<file path="config.mk">
export PLATFORM = sky130hd
export DESIGN_NAME = dmem_arbiter
export DESIGN_NICKNAME = d
export VERILOG_FILES = /design/src/rtl/dmem_arbiter.sv
export SDC_FILE = /design/constraint.sdc
export NUM_CORES = 1
export LEC_CHECK = 0
export BUFFER_PORTS_ARGS = -buffer_cell sky130_fd_sc_hd__buf_4
export CAP_MARGIN = 20
export CORE_MARGIN = 8
export CORE_UTILIZATION = 35
export CTS_CLUSTER_SIZE = 20
export DETAILED_ROUTE_END_ITERATION = 16
export PLACE_DENSITY = 0.71
export SETUP_SLACK_MARGIN = 0.02
export SLEW_MARGIN = 5
export SYNTH_ARGS = -nofsm -noshare
export SYNTH_HDL_FRONTEND = slang
export SYNTH_SLANG_ARGS = --single-unit
export TNS_END_PERCENT = 100
</file>
<file path="constraint.sdc">
create_clock -name clk -period 2 [get_ports clk]
set_clock_uncertainty 0.15 [all_clocks]
set_input_delay 0.4 -clock clk [delete_from_list [all_inputs] [get_ports clk]]
set_output_delay 0.4 -clock clk [all_outputs]
set_load 0.05 [all_outputs]
</file>
<file path="src/rtl/dmem_arbiter.sv">
// Two-requester arbiter in front of a 64-word data memory: IDLE -> ACCESS -> RESP, one access per 3 cycles.
// Define DMEM_ARB_FIXED_PRIORITY_EN to make m0 always win a tie; otherwise ties alternate round-robin.
module dmem_arbiter (
  input  logic        clk,
  input  logic        reset_n,
  input  logic        m0_req,
  input  logic        m0_we,
  input  logic [31:0] m0_addr,
  input  logic [31:0] m0_wdata,
  input  logic        m1_req,
  input  logic        m1_we,
  input  logic [31:0] m1_addr,
  input  logic [31:0] m1_wdata,
  output logic        m0_gnt,
  output logic        m1_gnt,
  output logic        m0_done,
  output logic        m1_done,
  output logic [31:0] rdata,
  output logic        busy,
  output logic [31:0] mem_addr,
  output logic [31:0] mem_wt_data,
  output logic        mem_MemRead,
  output logic        mem_MemWrite,
  input  logic [31:0] mem_rd_data
);

  typedef enum logic [1:0] {
    IDLE   = 2'd0,
    ACCESS = 2'd1,
    RESP   = 2'd2
  } state_t;

  state_t      state_q, state_d;
  logic        win_q, win_d;
  logic        we_q, we_d;
  logic [31:0] addr_q, addr_d;
  logic [31:0] wdata_q, wdata_d;
  logic        last_gnt_q, last_gnt_d;
  logic [31:0] rdata_q, rdata_d;
  logic        pick;
  logic        unused_addr_hi;

  // Winner when at least one request is present in IDLE.
  always_comb begin
    pick = m0_req ? 1'b0 : 1'b1;
`ifdef DMEM_ARB_FIXED_PRIORITY_EN
    pick = m0_req ? 1'b0 : 1'b1;
`else
    if (m0_req && m1_req) begin
      pick = ~last_gnt_q;
    end
`endif
  end

  always_comb begin
    state_d    = state_q;
    win_d      = win_q;
    we_d       = we_q;
    addr_d     = addr_q;
    wdata_d    = wdata_q;
    last_gnt_d = last_gnt_q;
    rdata_d    = rdata_q;
    case (state_q)
      IDLE: begin
        if (m0_req || m1_req) begin
          win_d      = pick;
          last_gnt_d = pick;
          we_d       = pick ? m1_we    : m0_we;
          addr_d     = pick ? m1_addr  : m0_addr;
          wdata_d    = pick ? m1_wdata : m0_wdata;
          state_d    = ACCESS;
        end
      end
      ACCESS: begin
        if (!we_q) begin
          rdata_d = mem_rd_data;
        end
        state_d = RESP;
      end
      RESP:    state_d = IDLE;
      default: state_d = IDLE;
    endcase
  end

  always_ff @(posedge clk) begin
    if (!reset_n) begin
      state_q    <= IDLE;
      win_q      <= 1'b0;
      we_q       <= 1'b0;
      addr_q     <= 32'd0;
      wdata_q    <= 32'd0;
      last_gnt_q <= 1'b1;
      rdata_q    <= 32'd0;
    end else begin
      state_q    <= state_d;
      win_q      <= win_d;
      we_q       <= we_d;
      addr_q     <= addr_d;
      wdata_q    <= wdata_d;
      last_gnt_q <= last_gnt_d;
      rdata_q    <= rdata_d;
    end
  end

  // Memory is 64 words deep, so only the low address bits reach it.
  assign unused_addr_hi = ^addr_q[31:6];
  assign mem_addr       = {26'd0, addr_q[5:0]};
  assign mem_wt_data    = wdata_q;
  assign mem_MemRead    = (state_q == ACCESS) && !we_q;
  assign mem_MemWrite   = (state_q == ACCESS) && we_q;

  assign m0_gnt  = (state_q == ACCESS) && !win_q;
  assign m1_gnt  = (state_q == ACCESS) &&  win_q;
  assign m0_done = (state_q == RESP)   && !win_q;
  assign m1_done = (state_q == RESP)   &&  win_q;
  assign busy    = (state_q != IDLE);
  assign rdata   = rdata_q;

endmodule

</file>
After elaboration in Yosys (flattened, before gate mapping)
Cells that the tools add are included.
{"block": "totals", "mem_count": 0, "elab_cells": 33, "latch_bits": 0, "mem_bits_ro": 0, "mem_bits_rw": 0, "register_bits": 75, "out_inout_bits": 103}
{"block": "classes", "addsub": 0, "shift": 0, "n_mux": 7, "div": 0, "eq_ne": 3, "mul": 0, "reduce_logical": 14, "n_lt_le_gt_ge": 0, "bitwise_logic": 2}
{"cell": "32-bit two-way mux", "n": 1}
{"cell": "1-bit logical AND", "n": 7}
{"cell": "6-bit two-way mux", "n": 1}
{"cell": "2-bit one-hot mux with 2 select lines", "n": 1}
{"cell": "2-bit AND reduction", "n": 2}
{"cell": "1-bit two-way mux", "n": 3}
{"cell": "2-bit by 1-bit == test with 1-bit output, second input constant", "n": 1}
{"cell": "2-bit == test, second input constant", "n": 1}
{"cell": "1-bit zero test", "n": 2}
{"cell": "2-bit zero test", "n": 1}
{"cell": "2-bit two-way mux", "n": 1}
{"cell": "2-bit inequality test, second input constant", "n": 1}
{"cell": "1-bit NOT", "n": 2}
{"cell": "2-bit nonzero test", "n": 1}
{"cell": "1-bit logical OR", "n": 1}

Depth between registers and ports, before layout
Gate-level depths: netlist of run 1.
{"block": "depth", "depth_word": 3, "ltp_mapped": 6, "mapped_depth_nobuf": 4}

Worst setup path after synthesis of run 1
Ideal clock, no wire load.
{"block": "synth_timing", "path_type": "reg-to-output", "start": "register state_q[1]", "end": "output m0_done", "path_stages_with_launch": 2, "arrival_time_ns": 1.515, "slack_ns": -0.065, "required_ns": 1.450, "path_cell_list": "dfxtp_1 nor3b_1"}
{"block": "synth_between", "elab_chain_len": 2}
{"item": "start: declaration", "line_no": "33", "source": "state_t state_q, state_d;"}
{"item": "start signal: assignment", "line_no": "95", "source": "state_q <= state_d;"}
{"item": "2-bit == test", "line_no": "114", "source": "assign m0_done = (state_q == RESP) && !win_q;"}
{"item": "1-bit logical AND", "line_no": "114"}
{"item": "end: declaration", "line_no": "16", "source": "output logic m0_done,"}
No other way between the ends.

Final worst setup path of run 1
{"block": "layout_timing", "start": "register state_q[0]", "end": "output mem_MemRead"}
{"block": "layout_between", "elab_chain_len": 2}
{"item": "2-bit by 1-bit == test with 1-bit output", "line_no": "109", "source": "assign mem_MemRead = (state_q == ACCESS) && !we_q;"}
{"item": "1-bit logical AND", "line_no": "109"}
{"item": "end: declaration", "line_no": "22", "source": "output logic mem_MemRead,"}
No other way between the ends.

==> out/results.tsv, run 1 <==
metric	value	unit
wl	11960	um
hold_class	in2reg	
regArea	0.001503	sq mm
power.clock.fraction	30.3	%
yosysSeqAreaShare	40.31	%
switchingPower	1.634	mW
critPathTopFamily	simple AND/OR/NAND/NOR gates	
yosysWarningCount	0	
tritoncts	built	
period_share	96.40	%
grt_pass1_wl	19250	um
pwr-share-comb	33.1	%
final_cell_mix	202 x buf_4, 74 x dfxtp_1, 64 x nand2_1, 42 x a21boi_0, 31 x o21bai_1	
final_common_cell	buf_4	
critical-path-max-stage-delay	0.42	ns
synth_top_area_share	40.31	%
antenna_found_initial	0	
pre_cts_ws	0.1195	ns
grt_usage	16.17	%
root_buffer	clkbuf_8	
crit_buf_inv	2	
place_hpwl	8866	um
tightest_slew	0.7908	ns
viasPerCell	5.033	
hold_viol_final	0	
clockBufferDepth	2	
grt_setup_unrepaired	yes	
fmax	518.7	MHz
finalCriticalPeriod	1.928	ns
postSynthAreaPerCell	9.107	sq um
firstDrtPassIters	4	
drcViolationCount	0	
synthTopCellsByArea	dfxtp_1 40%, a21boi_0 8.5%, o311a_1 8.1%, nand2_1 6.4%, o21bai_1 6.2%	
crit_chain	or3b_1 > clkinv_4 > buf_4	
syn_inst	409	
clock_latency	0.33	ns
relSlewSlack	47.09	%
yosysTopAreaCell	dfxtp_1	
numCtsBuffers	9	
io_buffer_count	190	
arrival	1.38	ns
drive_above_1_share	40.24	%
grt_max_degree	80	
p_int	3.033	mW
p_sw_share	35.00	%
postCtsSetupBuffers	0	
area_growth	44.88	%
overflow	0	
crit_required	1.45	ns
p_total	4.667	mW
clk_pin_slew	0.09	ns
ys_types	31	
rows	37	
critPathSlowestCell	or3b_1	
die_x	119.2	um
htreeDepth	3	
finalWorstSetupSlack	0.07208	ns
synth-edff-count	0	
cts.sink_count	75	
fill_cells	942	
gp_congestion	0.7684	
drtIter0Drc	299	
crit_type	reg2out	
start_kind	flop	
multi_input_area	0.001914	sq mm
die_area	0.01420	sq mm
netlist_area	0.003725	sq mm
vias	3624	
diodes	0	
synthArstFlopShare	0	%
drv_slew	0	
maxCapViolCount	0	
grt_pass1_vias	3752	
ys_ff_latch	75	
outcome	finished clean	
crit_fanout	5	
core	0.01032	sq mm
synthFlopType	dfxtp_1	
power_frac_seq	36.6	%
io_pins	269	
power_leakage	2.604	nW
ant_nets	0	
floorplan.die.height	119.2	um
routedWlPerCell	16.62	um
initial_core_util	36.08	%
p_per_area	864.7	mW/mm^2
endpoint_kind	output port	
nets	745	
peakVddDrop	379.5	uV
finalSetupViolations	0	
==> logic make-up after synthesis <==
family,Yosys count,share of synthesized area [%]
AO/OA/AOI/OAI,153,34.43
flip-flops,75,40.31
buffers and inverters,72,11.25
AND/OR/NAND/NOR,108,13.91
other,1,0.1007
==> synthesized netlist by cell type, types with 2 or more instances <==
master    instances
and2_1            4
buf_6             3
nor2b_1           2
dfxtp_1          75
o21bai_1         31
nand2_1          64
a311o_1           9
a21boi_1         29
buf_2            15
o311a_1          30
clkbuf_1         23
nor2_1            2
and3_1           30
buf_4            27
o221a_2           8
a21boi_0         42
==> sequential cells by signal, summed over array words and instances, names as in the netlist <==
register     cells
addr_q           6
last_gnt_q       1
mem_wt_data     32
rdata           32
state_q          2
we_q             1
win_q            1
==> tightest hold or removal path, cell delays in order <==
cell and delay, ns:
buf_4 0.11, nand2_1 0.04, a21boi_1 0.05
==> worst paths after layout <==
| kind | start | end | slack, ns | cells after the start |
|---|---|---|---|---|
| worst max-delay path | state_q[0] | mem_MemRead | 0.07 | 3 |
| worst min-delay path | mem_rd_data[2] | rdata[2] | 0.14 | 3 |
| worst max register to register | state_q[1] | mem_wt_data[19] | 0.25 | 4 |
| worst min register to register | rdata[19] | rdata[19] | 0.30 | 2 |
==> power by group through the flow <==
stage	logic [mW]	clock network [mW]	registers (mW)
floorplan	0.640	0	2.18
finish	1.54	1.41	1.71
global placement	1.54	0	1.74
global route	1.64	1.53	1.73
CTS	1.56	1.47	1.71
detailed placement	1.55	0	1.74
==> routing by layer <==
layer  global-route usage, %  share of wire [%]
met1                   19.15                 43
met2                   26.10                 45
met3                   7.274                 11
met4                   4.032               0.81
met5                       0                  0
==> repair_timing <==
item                       in CTS  in global routing
hold buffers                    0                  0
setup endpoints to repair       2                 13
gates resized for setup         0                  2
==> final cells by class <==
cell class / instances / area share, %
timing repair buffer: 204 / 28.84
tap: 136 / 3.153
inverter: 2 / 0.2319
sequential: 75 / 27.85
clock buffer: 10 / 2.365
clock inverter: 6 / 2.087
multi-input combinational: 287 / 35.47
==> metrics by stage <==
| step | TNS, ns | util (%) | instance area, sq um | hold WS [ns] | cells |
|---|---|---|---|---|---|
| floorplan | 0 | - | 3824 | 0.3740 | 434 |
| global placement | 0 | 49.91 | 5152 | 0.2921 | 704 |
| detailed placement | 0 | 49.91 | 5152 | 0.2981 | 704 |
| CTS | -0.0007583 | 52.24 | 5393 | 0.1236 | 720 |
| global route | -0.02649 | 52.27 | 5396 | 0.1208 | 720 |
| finish | 0 | 52.27 | 5396 | 0.1430 | 720 |
Note: power is estimated with default switching activity, not from simulation.
==> inputs of run 2 (changes only) <==
Settings changed: ABC_AREA from default to 1, PLACE_DENSITY 0.71 to 0.7, REMOVE_ABC_BUFFERS from default to 1.
==> out/results.tsv, run 2 <==
metric	value	unit
synth-edff-count	0	
fill_cells	1170	
outcome	finished clean	
ys_types	20	
synthTopCellsByArea	dfxtp_1 39%, nand2_1 18%, a21oi_1 9.2%, nor2_1 8.2%, inv_1 7.8%	
netlist_area	0.003877	sq mm
grt_usage	15.64	%
grt_pass1_vias	3731	
grt_pass1_wl	18490	um
synthArstFlopShare	0	%
wl	11790	um
overflow	0	
synth_top_area_share	38.72	%
hold_class	in2reg	
routedWlPerCell	12.66	um
vias	3965	
crit_type	reg2out	
fmax	555.9	MHz
grt_max_degree	64	
root_buffer	clkbuf_8	
io_buffer_count	190	
yosysSeqAreaShare	38.72	%
antenna_found_initial	0	
drive_above_1_share	28.07	%
syn_inst	615	
place_hpwl	8842	um
diodes	0	
rows	38	
synthTopCellsByCount	186 x nand2_1, 85 x nor2_1, 81 x inv_1	
maxCapViolCount	0	
use_met2	24.35	%
final_common_cell	buf_4	
use_met1	18.59	%
io_pins	269	
nets	953	
worst-r2r-setup-slack	0.57	ns
tritoncts	built	
die_area	0.01470	sq mm
holdWs	0.1614	ns
firstDrtPassIters	4	
drv_slew	0	
clockBufferDepth	2	
crit_fanout	4	
cts.sink_count	75	
ys_ff_latch	75	
endpoint_kind	output port	
regArea	0.001501	sq mm
power_leakage	2.937	nW
viasPerCell	4.259	
postCtsSetupBuffers	0	
synth.most_common_cell	nand2_1	
crit_chain	inv_1 > nor3_1 > buf_4	
arrival	1.25	ns
postSynthAreaPerCell	6.305	sq um
final_cell_mix	198 x buf_4, 186 x nand2_1, 85 x nor2_1, 81 x inv_1, 75 x dfxtp_1	
crit_required	1.45	ns
core	0.01084	sq mm
finalCriticalPeriod	1.799	ns
numCtsBuffers	9	
p_per_area	820.8	mW/mm^2
final_cell_count_no_fill	931	
htreeDepth	3	
cts-resized-gates	0	
critPathSlowestCell	dfxtp_1	
peakVddDrop	401.7	uV
clock_latency	0.33	ns
use_met3	8.143	%
yosysWarningCount	0	
yosysTopAreaCell	dfxtp_1	
initial_core_util	35.77	%
dp_cells	916	
drtIter0Drc	163	
area_growth	40.98	%
clk_pin_slew	0.07	ns
period_share	89.95	%
finalSetupViolations	0	
floorplan.die.height	121.3	um
die_x	121.3	um
cts-hold-fix-buffers	0	
start_kind	flop	
gp_congestion	0.7614	
ant_nets	0	
drcViolationCount	0	
hold_viol_final	0	
grt_setup_unrepaired	no	
critical-path-max-stage-delay	0.39	ns
synthFlopType	dfxtp_1	
multi_input_area	0.001734	sq mm
top_usage_layer	met2	
==> run 2: report_power, final <==
part	switching, mW	total (mW)	internal, mW
Combinational	1.09	1.62	0.529
Sequential	0.0702	1.70	1.63
Clock	0.527	1.16	0.638
Total	1.69	4.49	2.80
==> run 2: logic make-up after synthesis <==
| kind of cell | Yosys count | share of synthesized area [%] |
|---|---|---|
| AO/OA/AOI/OAI | 73 | 9.616 |
| other | 1 | 0.09671 |
| AND/OR/NAND/NOR | 317 | 32.40 |
| flip-flops | 75 | 38.72 |
| buffers and inverters | 149 | 19.17 |
==> run 2: stage by stage <==
step	utilization, %	setup slack (ns)	area [sq um]	power, mW	setup TNS, ns
after floorplan	-	-0.1758	3543	2.772	-4.358
after global placement	48.64	0.3328	5273	3.364	0
after detailed placement	48.64	0.3226	5273	3.375	0
after CTS	50.43	0.1477	5466	4.560	0
after global routing	50.43	0.07977	5466	4.761	0
final	50.43	0.2010	5466	4.487	0
==> run 2: worst paths after layout <==
kind / start / endpoint / cells after the start
worst min-delay path: mem_rd_data[19] / rdata[19] / 3
worst max register to register: state_q[0] / mem_wt_data[2] / 7
worst min register to register: last_gnt_q / last_gnt_q / 2
worst max-delay path: win_q / m1_done / 3
==> run 2: critical path, delay by kind of cell, from the launching register on <==
family        cells  cell delay (ns)
simple gates      1             0.20
buf+inv           2             0.31
flops             1             0.39
==> run 2: layout make-up <==
| cell class | instances | share of cell area [%] |
|---|---|---|
| multi-input combinational | 416 | 31.72 |
| timing repair buffer | 201 | 28.29 |
| clock inverter | 2 | 0.6409 |
| clock buffer | 13 | 2.907 |
| tap | 140 | 3.204 |
| inverter | 84 | 5.768 |
| sequential | 75 | 27.47 |
==> run 2: routing by layer <==
| metal | vias to the layer above | share of wire, % |
|---|---|---|
| li1 | 2139 | - |
| met1 | 1657 | 43 |
| met2 | 162 | 44 |
| met3 | 7 | 12 |
| met4 | 0 | 0.66 |
| met5 | - | 0 |
==> inputs of run 3 (changes only) <==
Settings changed: PLACE_DENSITY 0.7 to 0.72.
Clock period 2 ns to 1.6 ns, I/O delays scaled along.
==> out/results.tsv, run 3 (synthesis gave the netlist of run 2 again) <==
metric	value	unit
start_kind	flop	
initial_core_util	35.77	%
grt_usage	15.97	%
tritoncts	built	
dr_wl_met2	5377	um
fill_cells	1084	
met3_length	1377	um
routedWlPerCell	12.74	um
period_share	99.83	%
drive_above_1_share	30.75	%
drtIter0Drc	168	
dp_cells	919	
clockBufferDepth	2	
diodes	0	
fin_util	52.85	%
htreeDepth	3	
worst-r2r-setup-slack	0.10	ns
die_area	0.01470	sq mm
wl	11970	um
grt_max_degree	61	
crit_type	reg2out	
grt_pass1_vias	3872	
floorplan.die.height	121.3	um
regToRegStartpoint	state_q[1]	
io_pins	269	
drcViolationCount	0	
whs_path_depth	3	
final_cell_mix	194 x buf_4, 184 x nand2_1, 82 x nor2_1, 78 x inv_1, 72 x dfxtp_1	
viasPerCell	4.340	
root_buffer	clkbuf_8	
placed_area	0.005363	sq mm
place_hpwl	8907	um
antenna_found_initial	0	
hold_path_startpoint	mem_rd_data[22]	
crit_fanout	5	
p_per_area	985.6	mW/mm^2
top_layer	met4	
ant_nets	0	
peakVddDrop	508.1	uV
gp_congestion	0.7587	
vias	4080	
io_buffer_count	190	
finalWorstSetupSlack	0.002746	ns
outcome	finished clean	
post-route-cell-area	0.005729	sq mm
numCtsBuffers	9	
grt_pass1_wl	19010	um
p_total	5.647	mW
cts.sink_count	75	
endpoint_kind	output port	
maxCapViolCount	0	
clk_pin_slew	0.08	ns
final_cell_count_no_fill	940	
crit_required	1.13	ns
area_growth	47.76	%
holdPathEnd	rdata[22]	
clock_latency	0.33	ns
met1Wirelength	5115	um
arrival	1.13	ns
drv_slew	0	
hold_class	in2reg	
cts-hold-fix-buffers	0	
hold_viol_final	0	
nets	962	
grt_setup_unrepaired	yes	
core	0.01084	sq mm
finalSetupViolations	0	
overflow	0	
worstReg2RegEnd	rdata[28]	
die_x	121.3	um
finalCriticalPeriod	1.597	ns
reg2regPathDepth	8	
firstDrtPassIters	4	
fmax	626.1	MHz
rows	38	
pre_cts_ws	0.1537	ns
power_leakage	3.029	nW
final_common_cell	buf_4	
[run 3: cell count changes in the layout (fill, tap and decap cells not counted), sizes merged]
| cell | change |
|---|---|
| inv | +1 |
| buf | +9 |
| clkbuf | -1 |
| bufinv | -1 |
| clkinvlp | +1 |
[run 3: power by group]
| part | switching (mW) | total, mW | internal [mW] |
|---|---|---|---|
| Sequential | 0.0965 | 2.14 | 2.04 |
| Clock | 0.685 | 1.37 | 0.686 |
| Combinational | 1.40 | 2.14 | 0.742 |
| Total | 2.18 | 5.65 | 3.47 |
[run 3: repair_timing]
| item | in CTS | in global routing |
|---|---|---|
| buffers inserted | 4 | 2 |
| resized for setup | 28 | 12 |
| endpoints found under the hold margin | 0 | 0 |
| setup endpoints to repair | 7 | 7 |
| pin swaps | 5 | 5 |
[run 3: per-stage QoR]
stage	hold slack [ns]	TNS, ns
2_1_floorplan	0.2546	-28.84
3_3_place_gp	0.2942	0
3_5_place_dp	0.3023	0
4_1_cts	0.06367	-0.06010
5_1_grt	0.05452	-0.2858
6_report	0.08939	0
[run 3: critical path, stage by stage, from the launching register on]
cell	delay, ns
dfxtp_4	0.37
inv_8	0.09
nand3_4	0.10
inv_4	0.10
buf_8	0.15
[run 3: worst max-delay path by stage]
| stage | startpoint | end | slack [ns] | cells after the start |
|---|---|---|---|---|
| detailed placement | m0_req | addr_q[3] | 0.15 | 7 |
| finish | state_q[1] | mem_MemRead | 0.003 | 4 |
| CTS | state_q[0] | m1_done | -0.02 | 2 |
| global placement | m0_req | addr_q[3] | 0.16 | 7 |
| floorplan | state_q[0] | win_q | -0.58 | 5 |
| global route | state_q[0] | mem_MemRead | -0.06 | 3 |
[run 3: routing by layer]
layer / GRT usage [%] / up-vias
li1: - / 2167
met1: 18.41 / 1733
met2: 25.98 / 171
met3: 7.352 / 9
met4: 4.703 / 0
met5: 0 / -
[run 3: area by class of cell]
cell class                 instances  area, sq um  area share [%]
multi-input combinational        416         1804           31.49
timing repair buffer             210         1725           30.12
sequential                        75         1513           26.40
inverter                          84        325.3           5.678
tap                              140        175.2           3.057
clock buffer                      12        165.2           2.883
clock inverter                     3        21.27          0.3713
